`src/rtl/riscv_defs_pkg.sv`:
```
// Shared RISC-V core definitions: data width, canonical NOP, base opcodes
// and the fetch-stage FSM state encoding.
package riscv_defs;

    localparam int XLEN = 32;

    // addi x0, x0, 0
    localparam logic [XLEN-1:0] NOP_INSTR = 32'h0000_0013;

    // RV32I base opcodes (instr[6:0])
    localparam logic [6:0] OPC_LUI    = 7'b0110111;
    localparam logic [6:0] OPC_AUIPC  = 7'b0010111;
    localparam logic [6:0] OPC_JAL    = 7'b1101111;
    localparam logic [6:0] OPC_JALR   = 7'b1100111;
    localparam logic [6:0] OPC_BRANCH = 7'b1100011;
    localparam logic [6:0] OPC_LOAD   = 7'b0000011;
    localparam logic [6:0] OPC_STORE  = 7'b0100011;
    localparam logic [6:0] OPC_OP_IMM = 7'b0010011;
    localparam logic [6:0] OPC_OP     = 7'b0110011;

    // Fetch FSM: issue request, wait for data, hold for retire, halted on fault
    typedef enum logic [1:0] {
        S_REQ  = 2'd0,
        S_WAIT = 2'd1,
        S_HOLD = 2'd2,
        S_HALT = 2'd3
    } fetch_state_t;

endpackage

```
`src/rtl/fetch_unit_next_pc_gen.sv`:
```
// Next-PC selection: sequential, pc-relative (branch/jal) or register
// target (jalr, LSB cleared). Flags a redirect target that is not word aligned.
module next_pc_gen
    import riscv_defs::*;
(
    input  logic [XLEN-1:0] pc,
    input  logic [XLEN-1:0] imm_ext,
    input  logic [XLEN-1:0] alu_result,
    input  logic            redirect,
    input  logic            jalr_sel,
    output logic [XLEN-1:0] next_pc,
    output logic            misaligned
);

    logic [XLEN-1:0] pc_seq;
    logic [XLEN-1:0] pc_rel;
    logic [XLEN-1:0] pc_reg;

    // All adds are modulo 2^32; wrap-around is intentionally silent.
    assign pc_seq = pc + 32'd4;
    assign pc_rel = pc + imm_ext;
    assign pc_reg = alu_result & ~32'd1;

    // Select the target, then flag a half-word-aligned redirect
    always_comb begin
        // NOTE: every output gets a default first so no path leaves it unassigned (no latch).
        next_pc    = pc_seq;
        misaligned = 1'b0;
        if (redirect) begin
            next_pc    = jalr_sel ? pc_reg : pc_rel;
            misaligned = next_pc[1];
        end
    end

endmodule

```
`src/rtl/fetch_unit.sv`:
```
// Instruction fetch stage: owns the PC, fetches over a valid/ready memory
// handshake, holds the word in the instruction register until the core
// retires it, then advances to the computed next PC.
module fetch_unit
    import riscv_defs::*;
#(
    // Must be 4-byte aligned.
    parameter logic [XLEN-1:0] RESET_PC = 32'h0000_0000
) (
    input  logic            clk,
    input  logic            reset,
    output logic            imem_req_valid,
    input  logic            imem_req_ready,
    output logic [XLEN-1:0] imem_addr,
    input  logic            imem_rsp_valid,
    input  logic [XLEN-1:0] imem_rdata,
    output logic            instr_valid,
    input  logic            instr_ready,
    output logic [XLEN-1:0] instr,
    output logic [XLEN-1:0] pc,
    output logic [XLEN-1:0] pc_plus4,
    input  logic            redirect,
    input  logic            jalr_sel,
    input  logic [XLEN-1:0] imm_ext,
    input  logic [XLEN-1:0] alu_result,
    output logic            misalign_err,
    output logic [XLEN-1:0] instret
);

    fetch_state_t    state;
    fetch_state_t    state_next;
    logic            started;     // low for the first cycle after reset release
    logic            retire;
    logic [XLEN-1:0] next_pc;
    logic            misaligned;

    next_pc_gen u_next_pc_gen (
        .pc         (pc),
        .imm_ext    (imm_ext),
        .alu_result (alu_result),
        .redirect   (redirect),
        .jalr_sel   (jalr_sel),
        .next_pc    (next_pc),
        .misaligned (misaligned)
    );

    assign retire    = (state == S_HOLD) && instr_ready;
    assign imem_addr = pc;
    assign pc_plus4  = pc + 32'd4;

    // FSM state register
    always_ff @(posedge clk or posedge reset) begin
        // NOTE: sequential state uses non-blocking assignments so all registers update together.
        if (reset) state <= S_REQ;
        else       state <= state_next;
    end

    // FSM next-state logic
    always_comb begin
        state_next = state;
        case (state)
            S_REQ:  if (started && imem_req_ready) state_next = S_WAIT;
            S_WAIT: if (imem_rsp_valid)            state_next = S_HOLD;
            S_HOLD: if (instr_ready)               state_next = misaligned ? S_HALT : S_REQ;
            S_HALT:                                state_next = S_HALT;
            default:                               state_next = S_REQ;
        endcase
    end

    // FSM outputs; the request is suppressed for one cycle after reset release
    always_comb begin
        imem_req_valid = 1'b0;
        instr_valid    = 1'b0;
        misalign_err   = 1'b0;
        case (state)
            S_REQ:   imem_req_valid = started;
            S_HOLD:  instr_valid    = 1'b1;
            S_HALT:  misalign_err   = 1'b1;
            default: ;
        endcase
    end

    // PC, instruction register, retire counter and start-up flag
    always_ff @(posedge clk or posedge reset) begin
        if (reset) begin
            pc      <= RESET_PC;
            instr   <= NOP_INSTR;
            instret <= '0;
            started <= 1'b0;
        end else begin
            started <= 1'b1;
            if (state == S_WAIT && imem_rsp_valid) begin
                instr <= imem_rdata;
            end
            // A faulting redirect still retires; pc keeps the offending target.
            if (retire) begin
                instret <= instret + 32'd1;
                pc      <= next_pc;
            end
        end
    end

endmodule
```
`config.mk`:
```
export PLATFORM = sky130hd
export DESIGN_NAME = fetch_unit
export DESIGN_NICKNAME = d
export VERILOG_FILES = /design/src/rtl/riscv_defs_pkg.sv /design/src/rtl/fetch_unit_next_pc_gen.sv /design/src/rtl/fetch_unit.sv
export SDC_FILE = /design/constraint.sdc
export NUM_CORES = 1
export LEC_CHECK = 0
export CORE_UTILIZATION = 46
export CTS_CLUSTER_DIAMETER = 200
export CTS_CLUSTER_SIZE = 14
export DETAILED_ROUTE_END_ITERATION = 7
export PLACE_DENSITY = 0.87
export SKIP_LAST_GASP = 1
export SLEW_MARGIN = 20
export SYNTH_ARGS = -nofsm -noshare
export SYNTH_HDL_FRONTEND = slang
export SYNTH_SLANG_ARGS = --single-unit
```
`constraint.sdc`:
```
create_clock -name clk -period 3.87 [get_ports clk]
set_clock_uncertainty 0.05 [all_clocks]
set_input_delay 0.774 -clock clk [delete_from_list [all_inputs] [get_ports clk]]
set_output_delay 0.774 -clock clk [all_outputs]
set_load 0.1 [all_outputs]
```
# == Yosys cells after proc, flatten, opt, wreduce, memory -nomap -nowiden ==
# Cells that the tools add are included.
# W data, S select, Z words.
# word_totals
register_bits,99
output_inout_bits,163
# op_classes
n_eq_ne,6
n_mux,11
addsub,3
reduce_logical,5
# ops
cell,count
$mux W32,2
$add A32 B1 Y32 const B,1
$add A32 B3 Y32 const B,1
$add A32 B32 Y32,1
$mux W2,4
$pmux W2 S4,1
$ne A2 B2 Y1 const B,3
$eq A2 B2 Y1 const B,2
$mux W1,4
$logic_and A1 B1 Y1,3
$reduce_and A3 Y1,1
$eq A2 B1 Y1 const B,1
$logic_not A2 Y1,1

# == Logic depth before layout (Yosys ltp) ==
# Gate-level depths: netlist (run 1).
# logic_depth
ltp_word,6
depth_mapped,11
mapped_depth_nobuf,10

# == Cells and area by module ==
# A second synthesis (run 1) with hierarchy kept.
# hier_totals
hier_cells,844
hier_area_um2,7736.2
# modules_own_cells
mod,cells_each,area_per_inst_um2,seq_area_each_um2,n_inst
fetch_unit,400,4877.2,2481.1,1
next_pc_gen,444,2859.0,0.0,1

# == Least setup slack after synthesis (run 1) ==
# OpenSTA, ideal clock, no wires.
# synth_path
kind,flip-flop to output port
from,"register pc[5], in the netlist imem_addr[5]"
to,output port pc_plus4[26]
arrival_time_ns,3.938
setup_slack_ns,-0.892
n_path_buf,2
t_required_ns,3.046
stages_incl_launch_ff,8
cell_sequence,dfrtp_1 > buf_2 > nand3_4 > nor4_4 > and4_1 > buf_6 > nand3_1 > xnor2_1
# synth_between
elab_chain_cells,1
# synth_lines
element,line,source
from (decl),fetch_unit.sv:20,"output logic [XLEN-1:0] pc,"
from (signal assigned),fetch_unit.sv:98,pc <= next_pc;
$add A32 B3 Y32,fetch_unit.sv:49,assign pc_plus4 = pc + 32'd4;
to (decl),fetch_unit.sv:21,"output logic [XLEN-1:0] pc_plus4,"
# Every way passes these cells.

# == Worst setup path after layout (run 1) ==
# layout_path
from,"register pc[7], in the netlist imem_addr[7]"
to,output port pc_plus4[30]
# The elaborated chain is that of the path after synthesis.

==> impl_metrics.env, run 1 <==
export IMPL_initialDrtViolationCount=543
export IMPL_dr_max_layer_used="met4"
export IMPL_final_period_minus_worst_setup_slack_ns=3.624
export IMPL_detail_route_vias_per_cell=5.781
export IMPL_die_area_um2=16020
export IMPL_dp_hpwl_mm=16.94
export IMPL_post_cts_setup_buffer_count=0
export IMPL_wl_met2_mm=11.00
export IMPL_synth_ff_type="dfrtp_1"
export IMPL_area_sequential_um2=2486
export IMPL_timing_final_max_slew_violations=0
export IMPL_hold_path_class="reg2reg"
export IMPL_crit_path_start_kind="flip-flop"
export IMPL_number_of_global_route_vias_before_repair=6640
export IMPL_die_x_um=126.6
export IMPL_synth_warnings=0
export IMPL_antenna_violating_nets_post_route=0
export IMPL_die_h_um=126.6
export IMPL_route_layer_met1_wl_mm=9.319
export IMPL_wl_met3_mm=1.791
export IMPL_postSynthRegisterBits=99
export IMPL_whs_endpoint="instret[31]"
export IMPL_grt_start_max_net_pins=84
export IMPL_critical_path_required_ns=3.05
export IMPL_num_antenna_cells=0
export IMPL_multi_input_area_um2=4380
export IMPL_timing_critical_path_cells="nand3_4 -> nor4_4 -> and4_1 -> nand3_4 -> nor2_4 -> xor2_4 -> buf_12"
export IMPL_final_hold_violation_count=0
export IMPL_residual_overflow_from_global_routing=0
export IMPL_timing_critical_path_mode_cell="nand3_4"
export IMPL_ctsHoldBuffers=0
export IMPL_grt_util_all_layers_pct=27.80
export IMPL_num_rows=45
export IMPL_post_synth_edffs=0
export IMPL_post_synth_instance_area_um2=7137
export IMPL_wl_per_cell_um=18.55
export IMPL_crit_path_max_fanout=8
export IMPL_cts_max_level=3
export IMPL_arrival_ns=2.80
export IMPL_cts_tree="built"
export IMPL_place_congestion=0.9490
export IMPL_worst_slew_pin_slew_ns=1.047
export IMPL_post_cts_resized=0
export IMPL_pin_count=266
export IMPL_synth_lib_cells_used_distinct=70
export IMPL_areaGrowthSynthToFinish_pct=44.20
export IMPL_placeableCoreArea_um2=15150
export IMPL_finalNetCount=1160
export IMPL_fillerInstances=1199
export IMPL_min_delay_path_depth=1
export IMPL_clock_tree_root_cell="clkbuf_16"
export IMPL_ff2ff_setup_slack_ns=0.75
export IMPL_finalSetupViolations=0
export IMPL_clk_latency_ns=0.35
export IMPL_initial_core_util_pct=47.12
export IMPL_synth_nets=934
export IMPL_cts_reportedPaths_clkPinSlew_ns=0.08
export IMPL_max_stage_delay_ns=0.58
export IMPL_fin_crit_sh_pct=93.63
export IMPL_io_buffer_count=264
export IMPL_maxcap_viol_count=0
export IMPL_ys_async_sr_fraction_pct=100.0
export IMPL_final_core_util_pct=67.95
export IMPL_fmax_mhz=276.0
export IMPL_detailroute_via_count=7030
export IMPL_cts_buffers_inserted=9
export IMPL_grt_pass1_wl_mm=35.07
export IMPL_tritoncts_num_sinks=99
export IMPL_synth_seq_area_share_pct=34.77
export IMPL_detailedRoute_firstPassIterationCount=5
export IMPL_r2r_end="imem_addr[29]"
export IMPL_run_status="complete, no violations"
export IMPL_slew_limit_headroom_pct=29.97
export IMPL_cp_end_kind="output port"
export IMPL_route_detailed_drc=0
export IMPL_crit_path_max_delay_cell_type="dfrtp_1"
export IMPL_netlist_instances=797
export IMPL_min_from="instret[31]"
export IMPL_cts_path_max_buffers=2
export IMPL_wirelength_mm=22.55
export IMPL_r2r_worst_path_cells=8
export IMPL_drive_gt1_share_pct=14.40
export IMPL_place_worst_setup_slack_ns=0.1231
export IMPL_r2r_start="imem_addr[7]"
export IMPL_finalNonFillerCells=1216
export IMPL_post_synth_cell_area_avg_um2=8.955
export IMPL_antenna_found_initial=0
export IMPL_grt_setup_unrepaired="false"
export IMPL_place_inst=1200
export IMPL_setup_ws_ns=0.2464
export IMPL_worstSetupPathType="reg2out"
## final cells by class
class	instances	share of cell area [%]
inverter	23	0.8875
clock inverter	6	0.5228
tap	188	2.286
clock buffer	10	2.322
sequential	99	24.16
multi-input combinational	606	42.57
timing repair buffer	284	27.26
## cells in the final DEF, fill, tap and decap left out, types with 4 or more instances in the layout
master,n
o22ai_1,12
a221oi_1,11
a211o_1,5
o221ai_1,6
xor2_2,8
buf_12,8
buf_4,47
clkdlybuf4s50_1,229
o31ai_1,4
ha_1,33
mux2_2,32
inv_1,21
clkbuf_16,9
dfrtp_2,4
nor3_1,17
nor2_1,62
nand4_1,18
xnor2_1,39
a21o_1,13
and3_1,20
o211ai_1,4
or3_1,8
xnor2_2,9
a211oi_1,6
a31oi_1,6
inv_6,4
a21oi_1,59
o21bai_1,5
o21ai_0,38
nand2_1,73
o21ai_1,6
o21a_1,6
mux2i_1,9
xor2_1,23
dfrtp_1,92
nand3_1,21
## how the worst max path moves through the flow
| stage | start | end | slack (ns) | cells past startpoint |
|---|---|---|---|---|
| 2_1_floorplan | imem_addr[15] | pc_plus4[26] | -0.23 | 8 |
| 3_3_place_gp | imm_ext[0] | imem_addr[30] | 0.24 | 11 |
| 3_5_place_dp | imm_ext[0] | imem_addr[30] | 0.12 | 11 |
| 4_1_cts | imem_addr[7] | pc_plus4[30] | 0.25 | 7 |
| 5_1_grt | imem_addr[15] | pc_plus4[30] | 0.11 | 7 |
| 6_report | imem_addr[7] | pc_plus4[30] | 0.25 | 7 |
## state kept, by name, indices dropped and copies added (netlist names)
| register | count |
|---|---|
| imem_addr | 32 |
| instr | 32 |
| instret | 32 |
| state | 2 |
| started | 1 |
## cell usage after synthesis (all sizes together) (6+ instances only)
cell type / count / area share, %
nand2: 73 / 3.8
a21o: 13 / 1.4
a211oi: 6 / 0.63
or3: 8 / 0.70
buf: 44 / 4.4
o21ai: 45 / 3.2
ha: 33 / 5.8
nor2: 63 / 3.4
a21oi: 59 / 4.1
clkbuf: 25 / 1.3
a31oi: 6 / 0.53
nand3: 24 / 2.1
o221ai: 6 / 0.74
mux2i: 9 / 1.3
dfrtp: 96 / 34
nand4: 19 / 1.9
mux2: 34 / 5.4
and3: 20 / 1.8
o22ai: 12 / 1.1
xor2: 33 / 4.0
nor3: 17 / 1.2
a221oi: 11 / 1.3
xnor2: 51 / 6.3
inv: 22 / 1.2
o21a: 6 / 0.63
## kinds of logic (layout without fill, tap and decap cells)
kind of cell | Yosys count | in the layout | synth area share (%)
AND/OR/NAND/NOR | 247 | 247 | 17.53
AO/OA/AOI/OAI | 197 | 197 | 17.64
buffers and inverters | 92 | 323 | 6.960
other | 1 | 1 | 0.05254
adder cells (fa/ha/maj) | 34 | 34 | 6.066
flip-flops | 99 | 99 | 34.77
multiplexers | 43 | 43 | 6.680
XOR/XNOR | 84 | 84 | 10.31
## routing by layer
layer	global-route usage, %	vias up
li1	-	3269
met1	36.21	3371
met2	47.42	356
met3	4.808	34
met4	8.009	0
met5	0	-
## critical path: cells and delay by family (launching register included)
family / cells / cell delay, ns
AND/OR/NAND/NOR: 5 / 1.50
flip-flops: 1 / 0.58
buffers and inverters: 1 / 0.19
XOR/XNOR: 1 / 0.18
## stage by stage
step	setup TNS (ns)	area, µm²	hold slack (ns)
finish	0	10290	0.4236
global route	0	10290	0.4289
CTS	0	10290	0.4258
detailed placement	0	9996	0.4161
floorplan	-0.5911	7363	0.4973
global placement	0	9996	0.4087
Power of run 1 is not shown: default switching activity piles up to over one toggle a cycle in this logic, so the estimate is an artifact.
==> run 2, diff against run 1 <==
--- a/config.mk
+++ b/config.mk
@@ -10,6 +10,7 @@
 export CTS_CLUSTER_SIZE = 14
 export DETAILED_ROUTE_END_ITERATION = 7
 export PLACE_DENSITY = 0.87
+export SETUP_SLACK_MARGIN = 0.4
 export SKIP_LAST_GASP = 1
 export SLEW_MARGIN = 20
 export SYNTH_ARGS = -nofsm -noshare
==> run 2 against run 1 <==
  * Flip-flop and latch count stayed put
  * Non-clock buffer count increased by 6
  * Hold slack worse by 0.0052 ns
  * Final area increased by 1.9%
  * Setup slack improved by 0.21 ns
  * Global-route usage increased by 1.2 points
  * Register-to-register slack improved by 0.19 ns
  * Clock-buffer cell count shrank 1
==> impl_metrics.env, run 2 (synthesis gave the netlist of run 1 again) <==
export IMPL_crit_path_max_delay_cell_type="dfrtp_2"
export IMPL_antenna_found_initial=1
export IMPL_grt_util_met2_pct=48.59
export IMPL_fillerInstances=1156
export IMPL_drive_gt1_share_pct=17.60
export IMPL_worst_slew_pin_slew_ns=1.049
export IMPL_max_stage_delay_ns=0.43
export IMPL_route_detailed_drc=0
export IMPL_ctsHoldBuffers=0
export IMPL_dp_hpwl_mm=17.66
export IMPL_grt_pass1_wl_mm=36.18
export IMPL_critical_path_required_ns=3.05
export IMPL_placedInstanceArea_um2=10120
export IMPL_whs_endpoint="instret[31]"
export IMPL_final_hold_violation_count=0
export IMPL_die_area_um2=16020
export IMPL_multi_input_area_um2=4484
export IMPL_final_core_util_pct=69.25
export IMPL_wl_per_cell_um=18.78
export IMPL_maxcap_viol_count=0
export IMPL_layout_cells_most_common_list="227 x clkdlybuf4s50_1, 76 x dfrtp_1, 72 x nand2_1"
export IMPL_timing_critical_path_max_delay_family="simple AND/OR/NAND/NOR gates"
export IMPL_cts_reportedPaths_clkPinSlew_ns=0.08
export IMPL_grt_start_max_net_pins=47
export IMPL_min_delay_path_depth=1
export IMPL_number_of_global_route_vias_before_repair=6794
export IMPL_cts_max_level=3
export IMPL_tritoncts_num_sinks=99
export IMPL_initial_core_util_pct=47.12
export IMPL_crit_path_max_fanout=6
export IMPL_antenna_violating_nets_post_route=0
export IMPL_grt_setup_unrepaired="true"
export IMPL_initialDrtViolationCount=508
export IMPL_grt_util_all_layers_pct=29.00
export IMPL_grt_met1_usage_pct=37.57
export IMPL_run_status="complete, no violations"
export IMPL_clk_latency_ns=0.36
export IMPL_cts_buffers_inserted=9
export IMPL_arrival_ns=2.59
export IMPL_bufs_and_invs_on_worst_path=1
export IMPL_r2r_start="imem_addr[4]"
export IMPL_num_rows=45
export IMPL_r2r_end="imem_addr[27]"
export IMPL_detailroute_via_count=7079
export IMPL_slew_limit_headroom_pct=29.85
export IMPL_global_route_peak_usage_layer="met2"
export IMPL_die_h_um=126.6
export IMPL_mostFrequentLayoutCell="clkdlybuf4s50_1"
export IMPL_cts_tree="built"
export IMPL_detailedRoute_firstPassIterationCount=6
export IMPL_clock_tree_root_cell="clkbuf_16"
export IMPL_die_x_um=126.6
export IMPL_timing_critical_path_cells="ha_2 -> nand2_1 -> nor4_4 -> and4_4 -> nand3_4 -> nor2_4 -> xor2_4 -> buf_12"
export IMPL_setup_tns_ns=0
export IMPL_timing_final_max_slew_violations=0
export IMPL_r2r_worst_path_cells=9
export IMPL_crit_path_start_kind="flip-flop"
export IMPL_cp_end_kind="output port"
export IMPL_fmax_mhz=292.6
export IMPL_worstSetupPathType="reg2out"
export IMPL_fin_crit_sh_pct=88.30
export IMPL_final_period_minus_worst_setup_slack_ns=3.417
export IMPL_fin_hold_ws_ns=0.4185
export IMPL_wirelength_mm=22.96
export IMPL_place_congestion=0.9196
export IMPL_min_from="instret[31]"
export IMPL_detail_route_vias_per_cell=5.788
export IMPL_gr_usage_met3_pct=4.892
export IMPL_cts_path_max_buffers=2
export IMPL_finalSetupViolations=0
export IMPL_areaGrowthSynthToFinish_pct=46.97
export IMPL_finalNetCount=1166
export IMPL_io_buffer_count=264
export IMPL_hold_path_class="reg2reg"
export IMPL_residual_overflow_from_global_routing=0
export IMPL_pin_count=266
export IMPL_stdcell_area_um2=10490
export IMPL_placeableCoreArea_um2=15150
export IMPL_ff2ff_setup_slack_ns=0.94
export IMPL_area_sequential_um2=2506
==> run 2: timing repair <==
item	in CTS	in global routing
cloned	0	0
hold endpoints to repair	0	0
endpoints found under the setup margin	3	6
buffers inserted	0	3
resized for setup	3	5
pin swaps	0	4
==> run 2: routing by layer <==
metal  wire, µm  up-vias
met4        624        0
met5          0        -
met3       1623       41
met2      11200      345
li1           -     3285
met1       9517     3408
==> run 2: cell type report <==
| cell class | instances | area share [%] |
|---|---|---|
| clock buffers | 9 | 2.147 |
| repair buffers | 290 | 27.20 |
| diodes | 1 | 0.02386 |
| multi-input cells | 606 | 42.75 |
| well taps | 188 | 2.243 |
| clock inverters | 7 | 0.8947 |
| flip-flops and latches | 99 | 23.89 |
| inverters | 23 | 0.8470 |
==> run 2: per-stage QoR <==
step	worst slack, ns	std cells
finish	0.4529	1223
CTS	0.4380	1219
floorplan	0.2329	797
detailed placement	0.2146	1203
global placement	0.2724	1203
global route	0.3273	1223
==> run 2: how the worst max path moves through the flow <==
stage | from | end | depth (start not counted)
CTS | imem_addr[2] | pc_plus4[30] | 8
detailed placement | imm_ext[0] | imem_addr[30] | 11
floorplan | imem_addr[8] | pc_plus4[30] | 8
finish | imem_addr[2] | pc_plus4[30] | 8
global placement | imm_ext[0] | imem_addr[30] | 11
global route | imem_addr[2] | pc_plus4[30] | 8
==> run 2: worst register-to-register path: stages, from the launching register on <==
cell and delay [ns]:
dfrtp_2 0.48, ha_1 0.38, a21oi_1 0.25, a2bb2oi_1 0.19, o31ai_1 0.14, a221o_1 0.42
a21oi_1 0.39, o21ai_0 0.19, xnor2_1 0.19, a21oi_1 0.10
Power of run 2 is left out for the same reason.
